<file path="config.mk">
export PLATFORM = sky130hd
export DESIGN_NAME = mac_sequencer_flat
export DESIGN_NICKNAME = d
export VERILOG_FILES = /design/src/rtl/mac_pkg.sv /design/src/rtl/mac_sequencer_if.sv /design/src/rtl/mac_mult.sv /design/src/rtl/mac_sequencer.sv /design/src/flat_wrapper.sv
export SDC_FILE = /design/constraint.sdc
export NUM_CORES = 2
export LEC_CHECK = 0
export CAP_MARGIN = 0
export CORE_MARGIN = 4
export CORE_UTILIZATION = 35
export DETAILED_ROUTE_END_ITERATION = 8
export SLEW_MARGIN = 20
export SYNTH_ARGS = -nofsm -noshare
export SYNTH_HDL_FRONTEND = slang
export SYNTH_SLANG_ARGS = --single-unit
</file>
<file path="constraint.sdc">
create_clock -name clk -period 3.69 [get_ports clk]
set_input_delay 0.5535 -clock clk [delete_from_list [all_inputs] [get_ports clk]]
set_output_delay 0.5535 -clock clk [all_outputs]
set_load 0.05 [all_outputs]
</file>
<file path="src/rtl/mac_pkg.sv">
// mac_pkg: shared widths, accumulator rails, FSM state type and saturating add for mac_sequencer
package mac_pkg;
  localparam int MAC_DW = 32;
  localparam int ACC_W = 2 * MAC_DW;
  localparam logic signed [ACC_W-1:0] ACC_MAX = {1'b0, {(ACC_W-1){1'b1}}};
  localparam logic signed [ACC_W-1:0] ACC_MIN = {1'b1, {(ACC_W-1){1'b0}}};
  typedef enum logic [1:0] {IDLE, RUN, DRAIN, DONE} state_t;
  typedef struct packed {
    logic sat;
    logic signed [ACC_W-1:0] sum;
  } sat_res_t;
  // the two top bits of the one-bit-wider sum disagree exactly on overflow; the MSB gives its direction
  function automatic sat_res_t sat_add(input logic signed [ACC_W-1:0] x, input logic signed [ACC_W-1:0] y);
    logic [ACC_W:0] s;
    s = {x[ACC_W-1], x} + {y[ACC_W-1], y};
    sat_add.sat = s[ACC_W] ^ s[ACC_W-1];
    sat_add.sum = sat_add.sat ? (s[ACC_W] ? ACC_MIN : ACC_MAX) : s[ACC_W-1:0];
  endfunction
endpackage

</file>
<file path="src/rtl/mac_sequencer_if.sv">
// mac_sequencer_if: operand/result handshake bundle; master = operand source/result consumer, slave = sequencer
// start/len job command, a_valid/a_ready/a/b operand stream, res_valid/res_ready/res/sat result, busy status
interface mac_sequencer_if #(parameter int DW = 32, parameter int LEN_W = 16);
  logic start;
  logic [LEN_W-1:0] len;
  logic a_valid, a_ready;
  logic signed [DW-1:0] a, b;
  logic res_valid, res_ready;
  logic signed [2*DW-1:0] res;
  logic sat, busy;
  modport master (output start, len, a_valid, a, b, res_ready, input a_ready, res_valid, res, sat, busy);
  modport slave (input start, len, a_valid, a, b, res_ready, output a_ready, res_valid, res, sat, busy);
endinterface

</file>
<file path="src/rtl/mac_mult.sv">
// mac_mult: registered signed DW x DW multiplier with one-cycle valid pipeline
// clk, n_rst (async active-low), in_valid/a/b operands in, out_valid/p full-width product out
module mac_mult #(parameter int DW = 32) (
  input  logic                   clk,
  input  logic                   n_rst,
  input  logic                   in_valid,
  input  logic signed [DW-1:0]   a,
  input  logic signed [DW-1:0]   b,
  output logic                   out_valid,
  output logic signed [2*DW-1:0] p
);
  always_ff @(posedge clk or negedge n_rst)
    if (!n_rst) begin
      out_valid <= 1'b0;
      p <= '0;
    end else begin
      out_valid <= in_valid;
      if (in_valid) p <= a * b;
    end
endmodule

</file>
<file path="src/rtl/mac_sequencer.sv">
// mac_sequencer: length-bounded signed multiply-accumulate job with 2*DW saturating accumulator
// clk, n_rst (async active-low), bus (mac_sequencer_if.slave): start/len command, a/b operand handshake,
// res/sat result handshake, busy. Define MAC_STICKY_SAT_EN to freeze the accumulator after its first clamp.
module mac_sequencer
  import mac_pkg::*;
#(
  parameter int DW = MAC_DW,
  parameter int LEN_W = 16
) (
  input logic clk,
  input logic n_rst,
  mac_sequencer_if.slave bus
);
  state_t state, state_nx;
  logic [LEN_W-1:0] cnt;
  logic signed [2*DW-1:0] acc, prod;
  logic sat_q, pv, xfer, hold;
  sat_res_t nxt;
  mac_mult #(.DW(DW)) u_mult (
    .clk(clk), .n_rst(n_rst), .in_valid(xfer), .a(bus.a), .b(bus.b), .out_valid(pv), .p(prod)
  );
  assign xfer = bus.a_valid && state == RUN;
  assign nxt = sat_add(acc, prod);
`ifdef MAC_STICKY_SAT_EN
  assign hold = sat_q;
`else
  assign hold = 1'b0;
`endif
  always_comb begin
    state_nx = state;
    case (state)
      IDLE:  state_nx = !bus.start ? IDLE : (bus.len != '0 ? RUN : DONE);
      RUN:   state_nx = (xfer && cnt == LEN_W'(1)) ? DRAIN : RUN;
      DRAIN: state_nx = DONE;
      DONE:  state_nx = bus.res_ready ? IDLE : DONE;
      default: state_nx = IDLE;
    endcase
  end
  always_ff @(posedge clk or negedge n_rst)
    if (!n_rst) begin
      state <= IDLE;
      cnt <= '0;
      acc <= '0;
      sat_q <= 1'b0;
    end else begin
      state <= state_nx;
      if (state == IDLE && bus.start) begin
        cnt <= bus.len;
        acc <= '0;
        sat_q <= 1'b0;
      end else begin
        if (xfer) cnt <= cnt - 1'b1;
        if (pv && !hold) begin
          acc <= nxt.sum;
          sat_q <= sat_q | nxt.sat;
        end
      end
    end
  assign bus.a_ready = state == RUN;
  assign bus.res_valid = state == DONE;
  assign bus.busy = state != IDLE;
  assign bus.res = acc;
  assign bus.sat = sat_q;
endmodule
</file>
<file path="src/flat_wrapper.sv">
// flat-port wrapper written by rule: the top's interface ports become plain ports
module mac_sequencer_flat import mac_pkg::*;
#(
  parameter int DW = MAC_DW,
  parameter int LEN_W = 16
)
  (clk, n_rst, bus_start, bus_len, bus_a_valid, bus_a, bus_b, bus_res_ready, bus_a_ready, bus_res_valid, bus_res, bus_sat, bus_busy);
  mac_sequencer_if #(.DW(DW), .LEN_W(LEN_W)) bus_i ();
  input logic clk;
  input logic n_rst;
  input wire logic [$bits(bus_i.start)-1:0] bus_start;
  input wire logic [$bits(bus_i.len)-1:0] bus_len;
  input wire logic [$bits(bus_i.a_valid)-1:0] bus_a_valid;
  input wire logic [$bits(bus_i.a)-1:0] bus_a;
  input wire logic [$bits(bus_i.b)-1:0] bus_b;
  input wire logic [$bits(bus_i.res_ready)-1:0] bus_res_ready;
  output wire logic [$bits(bus_i.a_ready)-1:0] bus_a_ready;
  output wire logic [$bits(bus_i.res_valid)-1:0] bus_res_valid;
  output wire logic [$bits(bus_i.res)-1:0] bus_res;
  output wire logic [$bits(bus_i.sat)-1:0] bus_sat;
  output wire logic [$bits(bus_i.busy)-1:0] bus_busy;
  assign bus_i.start = bus_start;
  assign bus_i.len = bus_len;
  assign bus_i.a_valid = bus_a_valid;
  assign bus_i.a = bus_a;
  assign bus_i.b = bus_b;
  assign bus_i.res_ready = bus_res_ready;
  assign bus_a_ready = bus_i.a_ready;
  assign bus_res_valid = bus_i.res_valid;
  assign bus_res = bus_i.res;
  assign bus_sat = bus_i.sat;
  assign bus_busy = bus_i.busy;
  mac_sequencer #(.DW(DW), .LEN_W(LEN_W)) u_core (.clk(clk), .n_rst(n_rst), .bus(bus_i));
endmodule
</file>
# After elaboration in Yosys (flattened, before gate mapping)
# Cells that the tools add are included.
[classes]
reduce_logical = 8
addsub = 2
mul = 1
mux = 13
n_eq_ne = 4
bitwise = 2
[op_table]
columns = ["cell", "count"]
rows = [
  ["$mux W64", 4],
  ["$add A64 B64 Y65", 1],
  ["$mul A32 B32 Y64", 1],
  ["$mux W16", 2],
  ["$eq A16 B1 Y1 const B", 1],
  ["$reduce_bool A16 Y1", 1],
  ["$sub A16 B1 Y16 const B", 1],
  ["$mux W2", 4],
  ["$pmux W2 S4", 1],
  ["$reduce_bool A2 Y1", 3],
  ["$eq A2 B2 Y1 const B", 2],
  ["$logic_and A1 B1 Y1", 3],
  ["$eq A2 B1 Y1 const B", 1],
  ["$logic_not A2 Y1", 1],
  ["$mux W1", 2],
  ["$or A1 B1 Y1", 1],
  ["$xor A1 B1 Y1", 1],
]
[totals]
wordCells = 36
input_bits = 85
register_bits = 148
output_inout_bits = 68

# Depth between registers and ports, before layout
[logic_depth]
word_depth = 5
depth_mapped = 31
mapped_depth_nobuf = 30

# Modules after synthesis
# A second synthesis with hierarchy kept.
[hier_totals]
hier_cells = 5044
hier_area_um2 = 46558.4
[by_module_without_submodules]
columns = ["module", "n_inst", "cells_each", "area_each_um2"]
rows = [
  ["mac_mult", 1, 4028, 38609.5],
  ["mac_sequencer", 1, 1016, 7948.9],
]

# Least setup slack after synthesis
# OpenSTA, ideal clock, no wires.
[synth_path]
path_kind = "input-to-reg"
start = "input bus_b[2]"
end = "register u_core.u_mult.p[58]"
setup_time_ns = 0.129
path_stages = 26
required_ns = 3.561
t_arrival_ns = 7.869
path_buffers = 2
path_slack_ns = -4.308
cell_sequence = "clkbuf_1 nand2_1 inv_1 fa_1 fa_1 fa_1 fa_1 fa_1 fa_1 fa_1 inv_1 fa_1 inv_1 ha_1 clkbuf_1 a21oi_1 o21ai_1 a221o_1 a21o_1 a21o_1 a221o_1 a41oi_1 o21ai_1 a311oi_2 xnor2_1 o21ai_1"
[synth_via]
elab_chain_len = 1
[synth_lines]
columns = ["item", "line_no", "source"]
rows = [
  ["from (decl)", "flat_wrapper.sv:15", "input wire logic [$bits(bus_i.b)-1:0] bus_b;"],
  ["$mul A32 B32 Y64", "mac_mult.sv:18", "if (in_valid) p <= a * b;"],
  ["to (signal assigned)", "mac_mult.sv:18", ""],
  ["to (decl)", "mac_mult.sv:10", "output logic signed [2*DW-1:0] p"],
]
# No other way between the ends.
# A chain may end at the register's enable or synchronous reset.

# Worst setup path in the final report
[layout_path]
start = "input bus_a[14]"
end = "register u_core.u_mult.p[57]"
[layout_via]
elab_chain_len = 1
[layout_lines]
columns = ["item", "line_no", "source"]
rows = [
  ["from (decl)", "flat_wrapper.sv:14", "input wire logic [$bits(bus_i.a)-1:0] bus_a;"],
  ["$mul A32 B32 Y64", "mac_mult.sv:18", ""],
]
# No other way between the ends.

==> impl_metrics.yaml <==
timing:
  setup_ws_ns: -3.843
  clock_skew_ns: 0.01308
  fmax_mhz: 132.8
  rsz0062_at_grt: "true"
  min_period_ns: 7.533
  fin_tns_setup_ns: -174.56
  maxSlewHeadroom_pct: 47.60
  drv_slew: 0
  tightest_slew_ns: 0.7860
  period_share_pct: 204.1
  hold_viol: 0
  setup_viol: 78
worst_setup_path:
  r2r_start: "u_core.bus.res[0]$_DFFE_PN0P_"
  crit_fanout: 5
  crit_path_start_kind: "primary input"
  critPathKind: "primary input to flip-flop"
  max_stage_delay_ns: 0.57
  path_buf_inv: 7
  critPathSlowestCell: "fa_1"
  crit_cells: 27
  worstRegToRegCells: 14
  cpLargestDelayFamily: "adder cells"
  endpoint_kind: "flip-flop"
  cp_common_cell: "fa_1"
  rrSetupSlack_ns: -0.04
  critPathRequiredTime_ns: 4.00
  worstPathArrival_ns: 7.84
  startpoint: "bus_a[14]"
routing:
  vias: 37090
  drc: 0
  vias_per_cell: 4.996
  drt_iter0_drc: 2319
  ant_nets: 0
  drt-wirelength-per-cell_um: 20.29
  dr.pass1.iters: 7
  wirelength_um: 150700
place:
  place_ws_ns: -4.726
  hpwl_um: 109600
  portBuffers: 152
  gp_congestion: 0.9130
  dpl.cell_count: 7188
yosys:
  synthTopCellsByArea: "fa_1, inv_1, dfrtp_1"
  synth_flop_cell: "dfrtp_1"
  yosysUniqueCellTypes: 76
  ys_warn_count: 0
  synth_fp_nets: 6399
  synth.top_cell.area_share_pct: 47.66
  yosysMostFrequentCell: "fa_1"
  yosys-top-cells-count: "fa_1, inv_1, nand2_1, and2_1, ha_1"
  ys_seq_elements: 148
  ys_seq_area_share_pct: 8.141
  synthCells: 4981
  ys_async_sr_fraction_pct: 100.0
  syn_area_per_cell_um2: 9.133
  syn-cell-area_mm2: 0.04549
  synth_edf_count: 0
  synth.largest_area_cell: "fa_1"
cts:
  cts_tree: "done"
  clockBufferDepth: 2
  numCtsBuffers: 17
  htree_levels: 4
  cts.sinks: 148
  cts-root-buf: "clkbuf_16"
  ctsHoldBuffers: 0
  cts.clk_slew.worst_paths_ns: 0.07
  clock_latency_ns: 0.45
floorplan:
  dieArea_mm2: 0.1358
  fp-row-count: 132
  die_x_um: 368.5
  die_h_um: 368.5
  io_pins: 153
  start_util_pct: 35.18
  coreArea_mm2: 0.1293
grt:
  grt_pass1_vias: 40170
  antenna_found_initial: 16
  grt_max_degree: 138
  grt_pass1_wl_um: 232900
  grt_util_all_layers_pct: 22.18
  overflow: 0
worst_hold_path:
  hp-class: "primary input to asynchronous set/reset pin"
finish:
  synthToLayoutAreaGrowth_pct: 30.61
  stdcell_count: 7425
  fin_nets: 7078
  final_util_pct: 45.95
  drive_gt1_share_pct: 22.56
status:
  status: "finished, violations left"
  violations: "setup timing"
run:
  maxCapViolations: 0
[worst paths after layout]
path / end
min: u_core.state[1]$_DFF_PN0_
max: u_core.u_mult.p[57]$_DFFE_PN0P_
min in group clk: u_core.u_mult.p[5]$_DFFE_PN0P_
min reg2reg: u_core.u_mult.p[5]$_DFFE_PN0P_
max in group asynchronous: u_core.u_mult.p[56]$_DFFE_PN0P_
max reg2reg: u_core.bus.res[11]$_DFFE_PN0P_
[cells by family after synthesis]
kind of cell / after synthesis / synth area share (%)
adder cells (fa/ha/maj): 1333 / 54.53
flip-flops: 148 / 8.141
multiplexers: 4 / 0.09076
XOR/XNOR: 127 / 2.462
buffers and inverters: 1262 / 10.55
AO/OA/AOI/OAI: 555 / 7.717
AND/OR/NAND/NOR: 1552 / 16.50
[state kept, by name, indices dropped and copies added (netlist names)]
signal                   flops
u_core.state                 2
u_core.u_mult.p             64
u_core.bus.res              64
u_core.bus.sat               1
u_core.u_mult.out_valid      1
u_core.cnt                  16
[layer usage]
layer / vias to the layer above / GRT usage (%) / part of all wire [%]
met3: 425 / 3.906 / 6.9
met2: 1258 / 37.94 / 49
met4: 0 / 10.66 / 6.2
met1: 19040 / 27.17 / 38
li1: 16370 / - / -
met5: - / 0 / 0
[through the flow]
step / hold slack [ns] / area (um^2)
after floorplan: 0.2579 / 46450
after global placement: 0.4618 / 54040
after detailed placement: 0.4736 / 54040
after CTS: 0.1595 / 58320
after global routing: 0.2141 / 59400
final: 0.1504 / 59420
[layout make-up]
type / count / area (um^2)
fill: 11990 / 69900
multi-input combinational: 3571 / 38810
timing repair buffer: 919 / 10280
inverter: 1003 / 3771
sequential: 148 / 3705
tap: 1742 / 2180
clock buffer: 20 / 446.7
clock inverter: 12 / 202.7
antenna: 10 / 25.02
[worst reg2reg max path, stage by stage, from the launching register on]
cell and delay [ns]:
dfrtp_2 0.41, ha_2 0.22, fa_2 0.38, a211oi_4 0.27
o21ai_2 0.10, a31oi_4 0.22, a21oi_2 0.13, o22ai_4 0.27
o211ai_1 0.21, o21a_1 0.27, a2111o_1 0.40, mux2i_1 0.18
nand3b_4 0.22, buf_12 0.21, o21ai_0 0.14
[timing repair]
item / CTS / global route
pin swaps: 181 / 160
resized for setup: 646 / 234
buffers inserted: 110 / 28
gates cloned: 54 / 9
endpoints found under the setup margin: 123 / 122
[cell usage in the layout (no fill, tap or decap), types with 67 or more instances in the layout]
cell	count
a21o_1	67
a21oi_1	107
and2_1	451
buf_12	104
buf_4	525
buf_6	87
clkdlybuf4s50_1	87
dfrtp_1	147
fa_1	968
fa_2	115
ha_1	199
inv_1	955
nand2_1	700
nor2_1	141
o21ai_0	76
o21ai_1	109
xnor2_1	71
Power is not shown: default switching activity piles up to over one toggle a cycle in this logic, so the estimate is an artifact.
